## config.mk

```make
export PLATFORM = sky130hd
export DESIGN_NAME = deser_align_ctrl_flat
export DESIGN_NICKNAME = d
export VERILOG_FILES = /design/src/rtl/deser_align_ctrl_pkg.sv /design/src/rtl/deser_align_ctrl_if.sv /design/src/rtl/deser_align_ctrl_timer.sv /design/src/rtl/deser_align_ctrl.sv /design/src/flat_wrapper.sv
export SDC_FILE = /design/constraint.sdc
export NUM_CORES = 1
export LEC_CHECK = 0
export BUFFER_PORTS_ARGS = -buffer_cell sky130_fd_sc_hd__clkbuf_2
export CAP_MARGIN = 5
export CELL_PAD_IN_SITES_DETAIL_PLACEMENT = 1
export CELL_PAD_IN_SITES_GLOBAL_PLACEMENT = 1
export CORE_ASPECT_RATIO = 1.75
export CORE_MARGIN = 2
export CORE_UTILIZATION = 39
export DETAILED_ROUTE_END_ITERATION = 6
export PLACE_DENSITY = 0.77
export SYNTH_ARGS = -nofsm -noshare
export SYNTH_HDL_FRONTEND = slang
export SYNTH_SLANG_ARGS = --single-unit
```

## constraint.sdc

```tcl
create_clock -name clk_div -period 3.1 [get_ports clk_div]
set_clock_uncertainty 0.1 [all_clocks]
set_input_delay 0.93 -clock clk_div [delete_from_list [all_inputs] [get_ports clk_div]]
set_output_delay 0.93 -clock clk_div [all_outputs]
set_load 0.01 [all_outputs]
```

## src/rtl/deser_align_ctrl_pkg.sv

```systemverilog
// Shared types and constants for the deserializer word-alignment controller.
// Also holds small helpers for tap arithmetic and state classification.
package ti_roic_align_pkg;

  typedef enum logic [2:0] {
    ST_IDLE    = 3'd0,
    ST_WAIT    = 3'd1,
    ST_CHECK   = 3'd2,
    ST_SLIP    = 3'd3,
    ST_TAP     = 3'd4,
    ST_CONFIRM = 3'd5,
    ST_LOCKED  = 3'd6,
    ST_FAIL    = 3'd7
  } align_state_e;

  localparam logic [7:0] FRAME_PATTERN_DEF = 8'hF0;
  localparam int         TAP_W             = 5;
  localparam int         TIMER_W           = 16;

  // One bit wider than the tap so TAP_MAX + TAP_STEP cannot wrap.
  function automatic logic [TAP_W:0] tap_add(input logic [TAP_W-1:0] tap,
                                             input logic [TAP_W:0]   step);
    return {1'b0, tap} + step;
  endfunction

  function automatic logic state_is_busy(input align_state_e st);
    case (st)
      ST_IDLE, ST_LOCKED, ST_FAIL: return 1'b0;
      default:                     return 1'b1;
    endcase
  endfunction

endpackage

```

## src/rtl/deser_align_ctrl_if.sv

```systemverilog
// Controller-side bundle: frame word and start request in, slip/tap controls and status out.
// slave is the controller, master is the surrounding deserializer logic.
interface deser_align_ctrl_if #(parameter int WORD_W = 8);
  import ti_roic_align_pkg::*;

  localparam int SLIP_W = (WORD_W > 1) ? $clog2(WORD_W) : 1;

  logic              align_start;
  logic [WORD_W-1:0] frame_word;
  logic              bitslip;
  logic              dly_ld;
  logic [TAP_W-1:0]  dly_tap;
  logic [SLIP_W-1:0] slip_cnt;
  logic              aligned;
  logic              align_err;
  logic              busy;

  modport master (
    output align_start, frame_word,
    input  bitslip, dly_ld, dly_tap, slip_cnt, aligned, align_err, busy
  );

  modport slave (
    input  align_start, frame_word,
    output bitslip, dly_ld, dly_tap, slip_cnt, aligned, align_err, busy
  );

endinterface

```

## src/rtl/deser_align_ctrl_timer.sv

```systemverilog
// Loadable down-counter shared by settle/gap waits and the confirm/loss counters.
// done is high while the count sits at zero; load wins over decrement.
module align_wait_timer
  import ti_roic_align_pkg::*;
#(
  parameter int W = TIMER_W
) (
  input  logic         clk_div,
  input  logic         clk_reset,
  input  logic         load,
  input  logic [W-1:0] load_val,
  input  logic         dec,
  output logic         done
);

  logic [W-1:0] cnt_r;

  // Counter register: reload on strobe, otherwise count down to zero and hold.
  always_ff @(posedge clk_div) begin
    if (clk_reset) begin
      cnt_r <= {W{1'b0}};
    end else if (load) begin
      cnt_r <= load_val;
    end else if (dec && (cnt_r != {W{1'b0}})) begin
      cnt_r <= cnt_r - {{(W-1){1'b0}}, 1'b1};
    end else begin
      cnt_r <= cnt_r;
    end
  end

  assign done = (cnt_r == {W{1'b0}});

endmodule

```

## src/rtl/deser_align_ctrl.sv

```systemverilog
// Word-alignment FSM: bitslips and IDELAY tap steps until the frame word matches,
// then confirms and supervises lock, realigning after a run of mismatches.
module deser_align_ctrl
  import ti_roic_align_pkg::*;
#(
  parameter int   WORD_W        = 8,
  parameter logic [WORD_W-1:0] FRAME_PATTERN = WORD_W'(FRAME_PATTERN_DEF),
  parameter int   SETTLE_CYCLES = 16,
  parameter int   SLIP_GAP      = 4,
  parameter int   LOCK_CONFIRM  = 8,
  parameter int   LOSS_THRESH   = 4,
  parameter int   TAP_MAX       = 31,
  parameter int   TAP_STEP      = 1,
  parameter bit   AUTO_START    = 1'b1
) (
  input logic               clk_div,
  input logic               clk_reset,
  deser_align_ctrl_if.slave bus
);

  localparam int SLIP_W = (WORD_W > 1) ? $clog2(WORD_W) : 1;
  localparam logic [SLIP_W-1:0]  SLIP_LAST  = SLIP_W'(WORD_W - 1);
  localparam logic [SLIP_W-1:0]  SLIP_ONE   = SLIP_W'(1);
  // Timer holds (cycles - 1); the CHECK sample already counts as the first match.
  localparam logic [TIMER_W-1:0] SETTLE_LD  = TIMER_W'(SETTLE_CYCLES - 1);
  localparam logic [TIMER_W-1:0] GAP_LD     = TIMER_W'(SLIP_GAP - 1);
  localparam logic [TIMER_W-1:0] CONFIRM_LD = TIMER_W'((LOCK_CONFIRM > 1) ? (LOCK_CONFIRM - 2) : 0);
  localparam logic [TIMER_W-1:0] LOSS_LD    = TIMER_W'(LOSS_THRESH - 1);
  localparam logic [TAP_W:0]     TAP_MAX_W  = (TAP_W+1)'(TAP_MAX);
  localparam logic [TAP_W:0]     TAP_STEP_W = (TAP_W+1)'(TAP_STEP);

  align_state_e       state_r;
  align_state_e       state_nx_s;
  align_state_e       miss_nx_s;
  logic               start_pend_r;
  logic               bitslip_r;
  logic               dly_ld_r;
  logic [TAP_W-1:0]   dly_tap_r;
  logic [SLIP_W-1:0]  slip_cnt_r;
  logic               aligned_r;
  logic               align_err_r;
  logic               busy_r;

  logic               match_s;
  logic               restart_s;
  logic               loss_s;
  logic               tap_ld_s;
  logic [TAP_W:0]     tap_next_s;
  logic               tmr_ld_s;
  logic               tmr_dec_s;
  logic [TIMER_W-1:0] tmr_val_s;
  logic               tmr_done_s;

  assign match_s    = (bus.frame_word == FRAME_PATTERN);
  assign restart_s  = bus.align_start && (state_r != ST_IDLE);
  assign miss_nx_s  = (slip_cnt_r < SLIP_LAST) ? ST_SLIP : ST_TAP;
  assign tap_next_s = tap_add(dly_tap_r, TAP_STEP_W);
  assign tap_ld_s   = (state_nx_s == ST_TAP) && (tap_next_s <= TAP_MAX_W);

  align_wait_timer #(.W(TIMER_W)) u_timer (
    .clk_div   (clk_div),
    .clk_reset (clk_reset),
    .load      (tmr_ld_s),
    .load_val  (tmr_val_s),
    .dec       (tmr_dec_s),
    .done      (tmr_done_s)
  );

  // Next-state and timer control; a restart request overrides every transition.
  always_comb begin
    state_nx_s = state_r;
    tmr_ld_s   = 1'b0;
    tmr_dec_s  = 1'b0;
    tmr_val_s  = {TIMER_W{1'b0}};
    loss_s     = 1'b0;
    if (restart_s) begin
      state_nx_s = ST_WAIT;
      tmr_ld_s   = 1'b1;
      tmr_val_s  = SETTLE_LD;
    end else begin
      case (state_r)
        ST_IDLE: begin
          if (bus.align_start || start_pend_r) begin
            state_nx_s = ST_WAIT;
            tmr_ld_s   = 1'b1;
            tmr_val_s  = SETTLE_LD;
          end else begin
            state_nx_s = ST_IDLE;
          end
        end
        ST_WAIT: begin
          tmr_dec_s  = 1'b1;
          state_nx_s = tmr_done_s ? ST_CHECK : ST_WAIT;
        end
        ST_CHECK: begin
          if (!match_s) begin
            state_nx_s = miss_nx_s;
          end else if (LOCK_CONFIRM == 1) begin
            state_nx_s = ST_LOCKED;
            tmr_ld_s   = 1'b1;
            tmr_val_s  = LOSS_LD;
          end else begin
            state_nx_s = ST_CONFIRM;
            tmr_ld_s   = 1'b1;
            tmr_val_s  = CONFIRM_LD;
          end
        end
        ST_SLIP: begin
          state_nx_s = ST_WAIT;
          tmr_ld_s   = 1'b1;
          tmr_val_s  = GAP_LD;
        end
        ST_TAP: begin
          // dly_ld is high here exactly when the step stayed within TAP_MAX.
          if (dly_ld_r) begin
            state_nx_s = ST_WAIT;
            tmr_ld_s   = 1'b1;
            tmr_val_s  = SETTLE_LD;
          end else begin
            state_nx_s = ST_FAIL;
          end
        end
        ST_CONFIRM: begin
          if (!match_s) begin
            state_nx_s = miss_nx_s;
          end else if (tmr_done_s) begin
            state_nx_s = ST_LOCKED;
            tmr_ld_s   = 1'b1;
            tmr_val_s  = LOSS_LD;
          end else begin
            tmr_dec_s  = 1'b1;
          end
        end
        ST_LOCKED: begin
          if (match_s) begin
            tmr_ld_s   = 1'b1;
            tmr_val_s  = LOSS_LD;
          end else if (tmr_done_s) begin
            loss_s     = 1'b1;
            state_nx_s = ST_WAIT;
            tmr_ld_s   = 1'b1;
            tmr_val_s  = SETTLE_LD;
          end else begin
            tmr_dec_s  = 1'b1;
          end
        end
        ST_FAIL: begin
          state_nx_s = ST_FAIL;
        end
        default: begin
          state_nx_s = ST_IDLE;
        end
      endcase
    end
  end

  // State and registered outputs; pulses are high for the whole SLIP/TAP or restart cycle.
  always_ff @(posedge clk_div) begin
    if (clk_reset) begin
      state_r      <= ST_IDLE;
      start_pend_r <= AUTO_START;
      bitslip_r    <= 1'b0;
      dly_ld_r     <= 1'b0;
      dly_tap_r    <= {TAP_W{1'b0}};
      slip_cnt_r   <= {SLIP_W{1'b0}};
      aligned_r    <= 1'b0;
      align_err_r  <= 1'b0;
      busy_r       <= 1'b0;
    end else begin
      state_r      <= state_nx_s;
      start_pend_r <= 1'b0;
      bitslip_r    <= (state_nx_s == ST_SLIP);
      dly_ld_r     <= restart_s || tap_ld_s;
      aligned_r    <= (state_r == ST_LOCKED) && (state_nx_s == ST_LOCKED);
      align_err_r  <= (state_nx_s == ST_FAIL);
      busy_r       <= state_is_busy(state_nx_s);
      if (restart_s) begin
        dly_tap_r  <= {TAP_W{1'b0}};
        slip_cnt_r <= {SLIP_W{1'b0}};
      end else if (tap_ld_s) begin
        dly_tap_r  <= tap_next_s[TAP_W-1:0];
        slip_cnt_r <= {SLIP_W{1'b0}};
      end else if (state_nx_s == ST_SLIP) begin
        dly_tap_r  <= dly_tap_r;
        slip_cnt_r <= slip_cnt_r + SLIP_ONE;
      end else if (loss_s) begin
        dly_tap_r  <= dly_tap_r;
        slip_cnt_r <= {SLIP_W{1'b0}};
      end else begin
        dly_tap_r  <= dly_tap_r;
        slip_cnt_r <= slip_cnt_r;
      end
    end
  end

  assign bus.bitslip   = bitslip_r;
  assign bus.dly_ld    = dly_ld_r;
  assign bus.dly_tap   = dly_tap_r;
  assign bus.slip_cnt  = slip_cnt_r;
  assign bus.aligned   = aligned_r;
  assign bus.align_err = align_err_r;
  assign bus.busy      = busy_r;

endmodule

```

## src/flat_wrapper.sv

```systemverilog
// flat-port wrapper written by rule: the top's interface ports become plain ports
module deser_align_ctrl_flat import ti_roic_align_pkg::*;
#(
  parameter int   WORD_W        = 8,
  parameter logic [WORD_W-1:0] FRAME_PATTERN = WORD_W'(FRAME_PATTERN_DEF),
  parameter int   SETTLE_CYCLES = 16,
  parameter int   SLIP_GAP      = 4,
  parameter int   LOCK_CONFIRM  = 8,
  parameter int   LOSS_THRESH   = 4,
  parameter int   TAP_MAX       = 31,
  parameter int   TAP_STEP      = 1,
  parameter bit   AUTO_START    = 1'b1
)
  (clk_div, clk_reset, bus_align_start, bus_frame_word, bus_bitslip, bus_dly_ld, bus_dly_tap, bus_slip_cnt, bus_aligned, bus_align_err, bus_busy);
  deser_align_ctrl_if #(.WORD_W(WORD_W)) bus_i ();
  input logic clk_div;
  input logic clk_reset;
  input wire logic [$bits(bus_i.align_start)-1:0] bus_align_start;
  input wire logic [$bits(bus_i.frame_word)-1:0] bus_frame_word;
  output wire logic [$bits(bus_i.bitslip)-1:0] bus_bitslip;
  output wire logic [$bits(bus_i.dly_ld)-1:0] bus_dly_ld;
  output wire logic [$bits(bus_i.dly_tap)-1:0] bus_dly_tap;
  output wire logic [$bits(bus_i.slip_cnt)-1:0] bus_slip_cnt;
  output wire logic [$bits(bus_i.aligned)-1:0] bus_aligned;
  output wire logic [$bits(bus_i.align_err)-1:0] bus_align_err;
  output wire logic [$bits(bus_i.busy)-1:0] bus_busy;
  assign bus_i.align_start = bus_align_start;
  assign bus_i.frame_word = bus_frame_word;
  assign bus_bitslip = bus_i.bitslip;
  assign bus_dly_ld = bus_i.dly_ld;
  assign bus_dly_tap = bus_i.dly_tap;
  assign bus_slip_cnt = bus_i.slip_cnt;
  assign bus_aligned = bus_i.aligned;
  assign bus_align_err = bus_i.align_err;
  assign bus_busy = bus_i.busy;
  deser_align_ctrl #(.WORD_W(WORD_W), .FRAME_PATTERN(FRAME_PATTERN), .SETTLE_CYCLES(SETTLE_CYCLES), .SLIP_GAP(SLIP_GAP), .LOCK_CONFIRM(LOCK_CONFIRM), .LOSS_THRESH(LOSS_THRESH), .TAP_MAX(TAP_MAX), .TAP_STEP(TAP_STEP), .AUTO_START(AUTO_START)) u_core (.clk_div(clk_div), .clk_reset(clk_reset), .bus(bus_i));
endmodule
```

Word-level counts from Yosys, hierarchy flattened
Cells that the tools add are included.
{"block": "word_totals", "reg_bits": 33, "in_bits": 11, "elab_cells": 85}
{"block": "classes", "addsub": 3, "order_cmp": 2, "eq_ne": 12, "mux": 42, "n_reduce_logical": 16}
{"operator": "$pmux 16 s6", "n": 1}
{"operator": "$mux 16", "n": 5}
{"operator": "$mux 3", "n": 11}
{"operator": "$pmux 3 s8", "n": 1}
{"operator": "$eq 3x3->1 const B", "n": 7}
{"operator": "$mux 1", "n": 17}
{"operator": "$logic_not 16->1", "n": 1}
{"operator": "$reduce_bool 16->1", "n": 1}
{"operator": "$sub 16x1->16 const B", "n": 1}
{"operator": "$mux 4", "n": 3}
{"operator": "$eq 3x2->1 const B", "n": 3}
{"operator": "$eq 8x8->1 const B", "n": 1}
{"operator": "$add 5x1->6 const B", "n": 1}
{"operator": "$le 6x5->1 const B", "n": 1}
{"operator": "$logic_not 3->1", "n": 2}
{"operator": "$pmux 1 s6", "n": 1}
{"operator": "$reduce_or 3->1", "n": 2}
{"operator": "$logic_and 1x1->1", "n": 4}
{"operator": "$mux 2", "n": 2}
{"operator": "$reduce_bool 2->1", "n": 2}
{"operator": "$add 3x1->3 const B", "n": 1}
{"operator": "$eq 3x1->1 const B", "n": 1}
{"operator": "$lt 3x3->1 const B", "n": 1}
{"operator": "$pmux 1 s3", "n": 1}
{"operator": "other kinds (3)", "n": 4}

Depth between registers and ports, before layout
{"block": "logic_depth", "ltp_word": 8, "depth_mapped": 10, "depth_no_buf": 9}

Modules after synthesis
A second synthesis with hierarchy kept.
{"block": "unflattened", "cells_unflattened": 257, "hier_area_um2": 2125.8}
{"mod": "deser_align_ctrl", "instances": 1, "cells_each": 143, "area_per_inst_um2": 1181.1}
{"mod": "align_wait_timer", "instances": 1, "cells_each": 114, "area_per_inst_um2": 944.7}

Worst setup path after synthesis
No wires, ideal clock.
{"block": "synth_path", "path_type": "input-to-reg", "startpoint": "input port bus_frame_word[1]", "endpoint": "register u_core.dly_tap_r[4], in the netlist u_core.bus.dly_tap[4]", "arrival_time_ns": 3.064, "path_slack_ns": -0.135, "path_stages": 7, "path_cell_list": "or4_4 -> nor2_8 -> o21bai_2 -> a2111o_1 -> or4_4 -> or3_1 -> a21oi_1"}
{"block": "synth_between", "elab_chain_cells": 6, "word_cells_on_any_way": 8}
{"item": "start, declared", "line": "flat_wrapper.sv:19", "source": "input wire logic [$bits(bus_i.frame_word)-1:0] bus_frame_word;"}
{"item": "$eq 8x8->1 *", "line": "deser_align_ctrl.sv:54", "source": "assign match_s = (bus.frame_word == FRAME_PATTERN);"}
{"item": "$mux 3 (on tied branches)", "line": "deser_align_ctrl.sv:135, deser_align_ctrl.sv:96, deser_align_ctrl.sv:124"}
{"item": "$pmux 3 s8 *", "line": "deser_align_ctrl.sv:81", "source": "case (state_r)"}
{"item": "$mux 3 *", "line": "deser_align_ctrl.sv:76", "source": "if (restart_s) begin"}
{"item": "$eq 3x3->1 *", "line": "deser_align_ctrl.sv:58", "source": "assign tap_ld_s = (state_nx_s == ST_TAP) && (tap_next_s <= TAP_MAX_W);"}
{"item": "$logic_and 1x1->1 *", "line": "deser_align_ctrl.sv:58"}
{"item": "end signal, assigned", "line": "deser_align_ctrl.sv:164", "source": "dly_tap_r <= {TAP_W{1'b0}};"}
{"item": "end signal, assigned", "line": "deser_align_ctrl.sv:178", "source": "dly_tap_r <= {TAP_W{1'b0}};"}
{"item": "end signal, assigned", "line": "deser_align_ctrl.sv:181", "source": "dly_tap_r <= tap_next_s[TAP_W-1:0];"}
{"item": "end, declared", "line": "deser_align_ctrl.sv:38", "source": "logic [TAP_W-1:0] dly_tap_r;"}
Every way passes the cells marked *; elsewhere a longest branch is shown, timed or not.
A chain may end at the register's enable or synchronous reset.

Worst setup path after layout
{"block": "layout_path", "startpoint": "input port bus_frame_word[2]", "endpoint": "register u_core.dly_tap_r[4], in the netlist u_core.bus.dly_tap[4]"}
The elaborated chain is that of the path after synthesis.

==> impl_metrics.toml <==
[setup_path]
critPathKind = "in -> reg"
cp-startpoint = "bus_frame_word[2]"
cp-start-kind = "input port"
reg2reg_from = "u_core.u_timer.cnt_r[0]$_SDFFE_PP0P_"
crit_required_ps = 3220
cp.arrival_ps = 3180
end_kind = "flop"
path_max_fanout = 4

[drt]
drc = 0
vias_per_cell = 5.91
vias = 1908
totalWireLength_um = 5370
drt-initial-drc-count = 34
ant_nets = 0
routedWlPerCell_um = 16.6
first_pass_iters = 4

[layout]
nFillCells = 603
synthToLayoutAreaGrowth_pct = 19.8
drive_gt1_share_pct = 23.2
layout_commonest_cell = "nor2_1"
seq_area_um2 = 661
insertedDiodeCount = 0
multiInputGateArea_mm2 = 0.00122
final_cell_mix = "nor2_1 (34), dfxtp_1 (33), clkbuf_2 (23)"
nets = 286
finalCoreUtilization_pct = 48.9

[cts]
clock_latency_ps = 290
cts_buffer_depth = 2
htreeDepth = 2
cts_buffers = 5
hold_buffers = 0
tritoncts = "built"
cts.sinks = 33
cts.clk_slew.worst_paths_ps = 70
cts-root-buf = "clkbuf_8"

[die]
dieHeight_um = 96.8
initial_core_util_pct = 40.8
rows = 33
die_w_um = 57.0
dieArea_mm2 = 0.00552
ios = 24
core_area_mm2 = 0.00471

[sta]
slew_violations = 0
timing.final.crit_share_pct = 98.7
finalSetupViolations = 0
worst_slew_pin_slew_ps = 548
fin_ws_ps = 40.0
min_period_ps = 3060
fin_setup_tns_ps = 0
hold_viol_final = 0
slew_headroom_pct = 63.4
whs_ps = 425
max_freq_mhz = 327

[logic_synthesis]
synth_xor_area_share_pct = 6.39
synth_top_cell_by_area = "dfxtp_1"
synth-compound-area-share_pct = 20.2
synth_top_family_by_area = "simple AND/OR/NAND/NOR gates"
synthDistinctLibCells = 48
syn_avg_cell_area_um2 = 8.20
synth_mux_area_share_pct = 0
synth-simple-area-share_pct = 33.0
ys.flop_type = "dfxtp_1"
synthCells = 234
synth_nets = 249
yosysTopAreaCellShare_pct = 34.4
synthAdderAreaFrac_pct = 2.61
ys_ff_latch = 33
yosysWarnings = 0
synth_area_mm2 = 0.00192
synth_area_leaders = "dfxtp_1 (34%), nor2_1 (6.6%), xnor2_1 (6.4%), a21oi_1 (3.7%), nor3_1 (3.1%)"
ys_seq_area_share_pct = 34.4
synthArstFlopShare_pct = 0
synth_edf_count = 0

[global_route]
grt_pass1_wl_um = 8870
grt_usage_pct = 20.2
antenna_found_initial = 0
grt_max_degree = 17
grt_pass1_vias = 1913
overflow = 0

[worst_hold_path]
hold_path.class = "reg -> reg"
hold_path_startpoint = "u_core.bus.dly_tap[0]$_SDFFE_PP0P_"

[placed_design]
pre_cts_ws_ps = -247
dpl.hpwl_um = 4160
gp_congestion = 0.809
io_buffer_count = 23

[power]
leakage_nw = 0.919
p_per_area_mw_per_mm2 = 478
ir_worst_vdd_v = 0.000418
finalPower_mw = 1.10

[run]
maxCapViolations = 0

[outcome]
status = "completed"
## per-layer routing
metal  GRT usage [%]  routed length (um)  vias up
li1                -                   -      929
met1            19.9                2020      931
met2            38.6                3020       34
met3            2.81                 120       14
met4            10.0                 209        0
met5               0                   0        -
## cell usage after synthesis, types with 3 or more instances
library cell,count
dfxtp_1,33
nor2_1,34
nand3_1,4
nand2_1,14
and3_1,4
or3_1,7
a311oi_1,6
a211oi_1,4
xnor2_1,14
or2_2,3
nor3_1,12
clkbuf_1,8
a21oi_1,14
ha_1,4
nand2b_1,5
a31oi_1,9
nor4_1,4
o21ba_2,3
o21ai_0,8
inv_1,8
## path summary, 6_finish.rpt
check	end	slack (ps)	cells past startpoint
max	u_core.bus.dly_tap[4]$_SDFFE_PP0P_	40	8
min	u_core.bus.dly_tap[0]$_SDFFE_PP0P_	430	2
max reg2reg	u_core.bus.dly_tap[4]$_SDFFE_PP0P_	240	9
min reg2reg	u_core.bus.dly_tap[0]$_SDFFE_PP0P_	430	2
## through the flow
stage / area (um^2) / instances
after global routing: 2300 / 323
after CTS: 2290 / 323
after global placement: 2200 / 316
after detailed placement: 2200 / 316
final: 2300 / 323
after floorplan: 1930 / 234
## what timing repair did
action,in CTS,in global routing
endpoints found under the setup margin,0,2
hold endpoints to repair,0,0
setup buffers,0,0
gates resized for setup,0,2
## area by class of cell
type | count | share of cell area, %
multi-input combinational | 184 | 53.0
sequential | 33 | 28.7
timing repair buffer | 39 | 10.2
clock buffer | 6 | 3.59
tap | 52 | 2.83
inverter | 8 | 1.31
clock inverter | 1 | 0.326
## cell families (layout without fill, tap and decap cells)
group           Yosys count  in the layout
simple gates            110            110
compound gates           56             56
flops                    33             33
buf+inv                  17             54
xor+xnor                 14             14
fa+ha+maj                 4              4
## critical path, stage by stage
cell	delay (ps)
clkbuf_2	90
or4_4	570
nor2_8	140
o21bai_2	90
a2111o_1	410
or4_4	450
or3_1	350
a21oi_2	130
## sequential cells by signal (all words and copies together), names as in the netlist
| register | count |
|---|---|
| u_core.start_pend_r | 1 |
| u_core.bus.dly_tap | 5 |
| u_core.u_timer.cnt_r | 16 |
| u_core.bus.bitslip | 1 |
| u_core.state_r | 3 |
| u_core.bus.dly_ld | 1 |
| u_core.bus.busy | 1 |
| u_core.bus.aligned | 1 |
| u_core.bus.align_err | 1 |
| u_core.bus.slip_cnt | 3 |
## power breakdown
group          internal (mW)  switching (mW)  total (mW)
Clock                  0.175           0.160       0.336
Combinational          0.122           0.167       0.289
Sequential             0.446          0.0291       0.475
Total                  0.744           0.356        1.10
No activity file was read; power rests on OpenSTA's default activity.
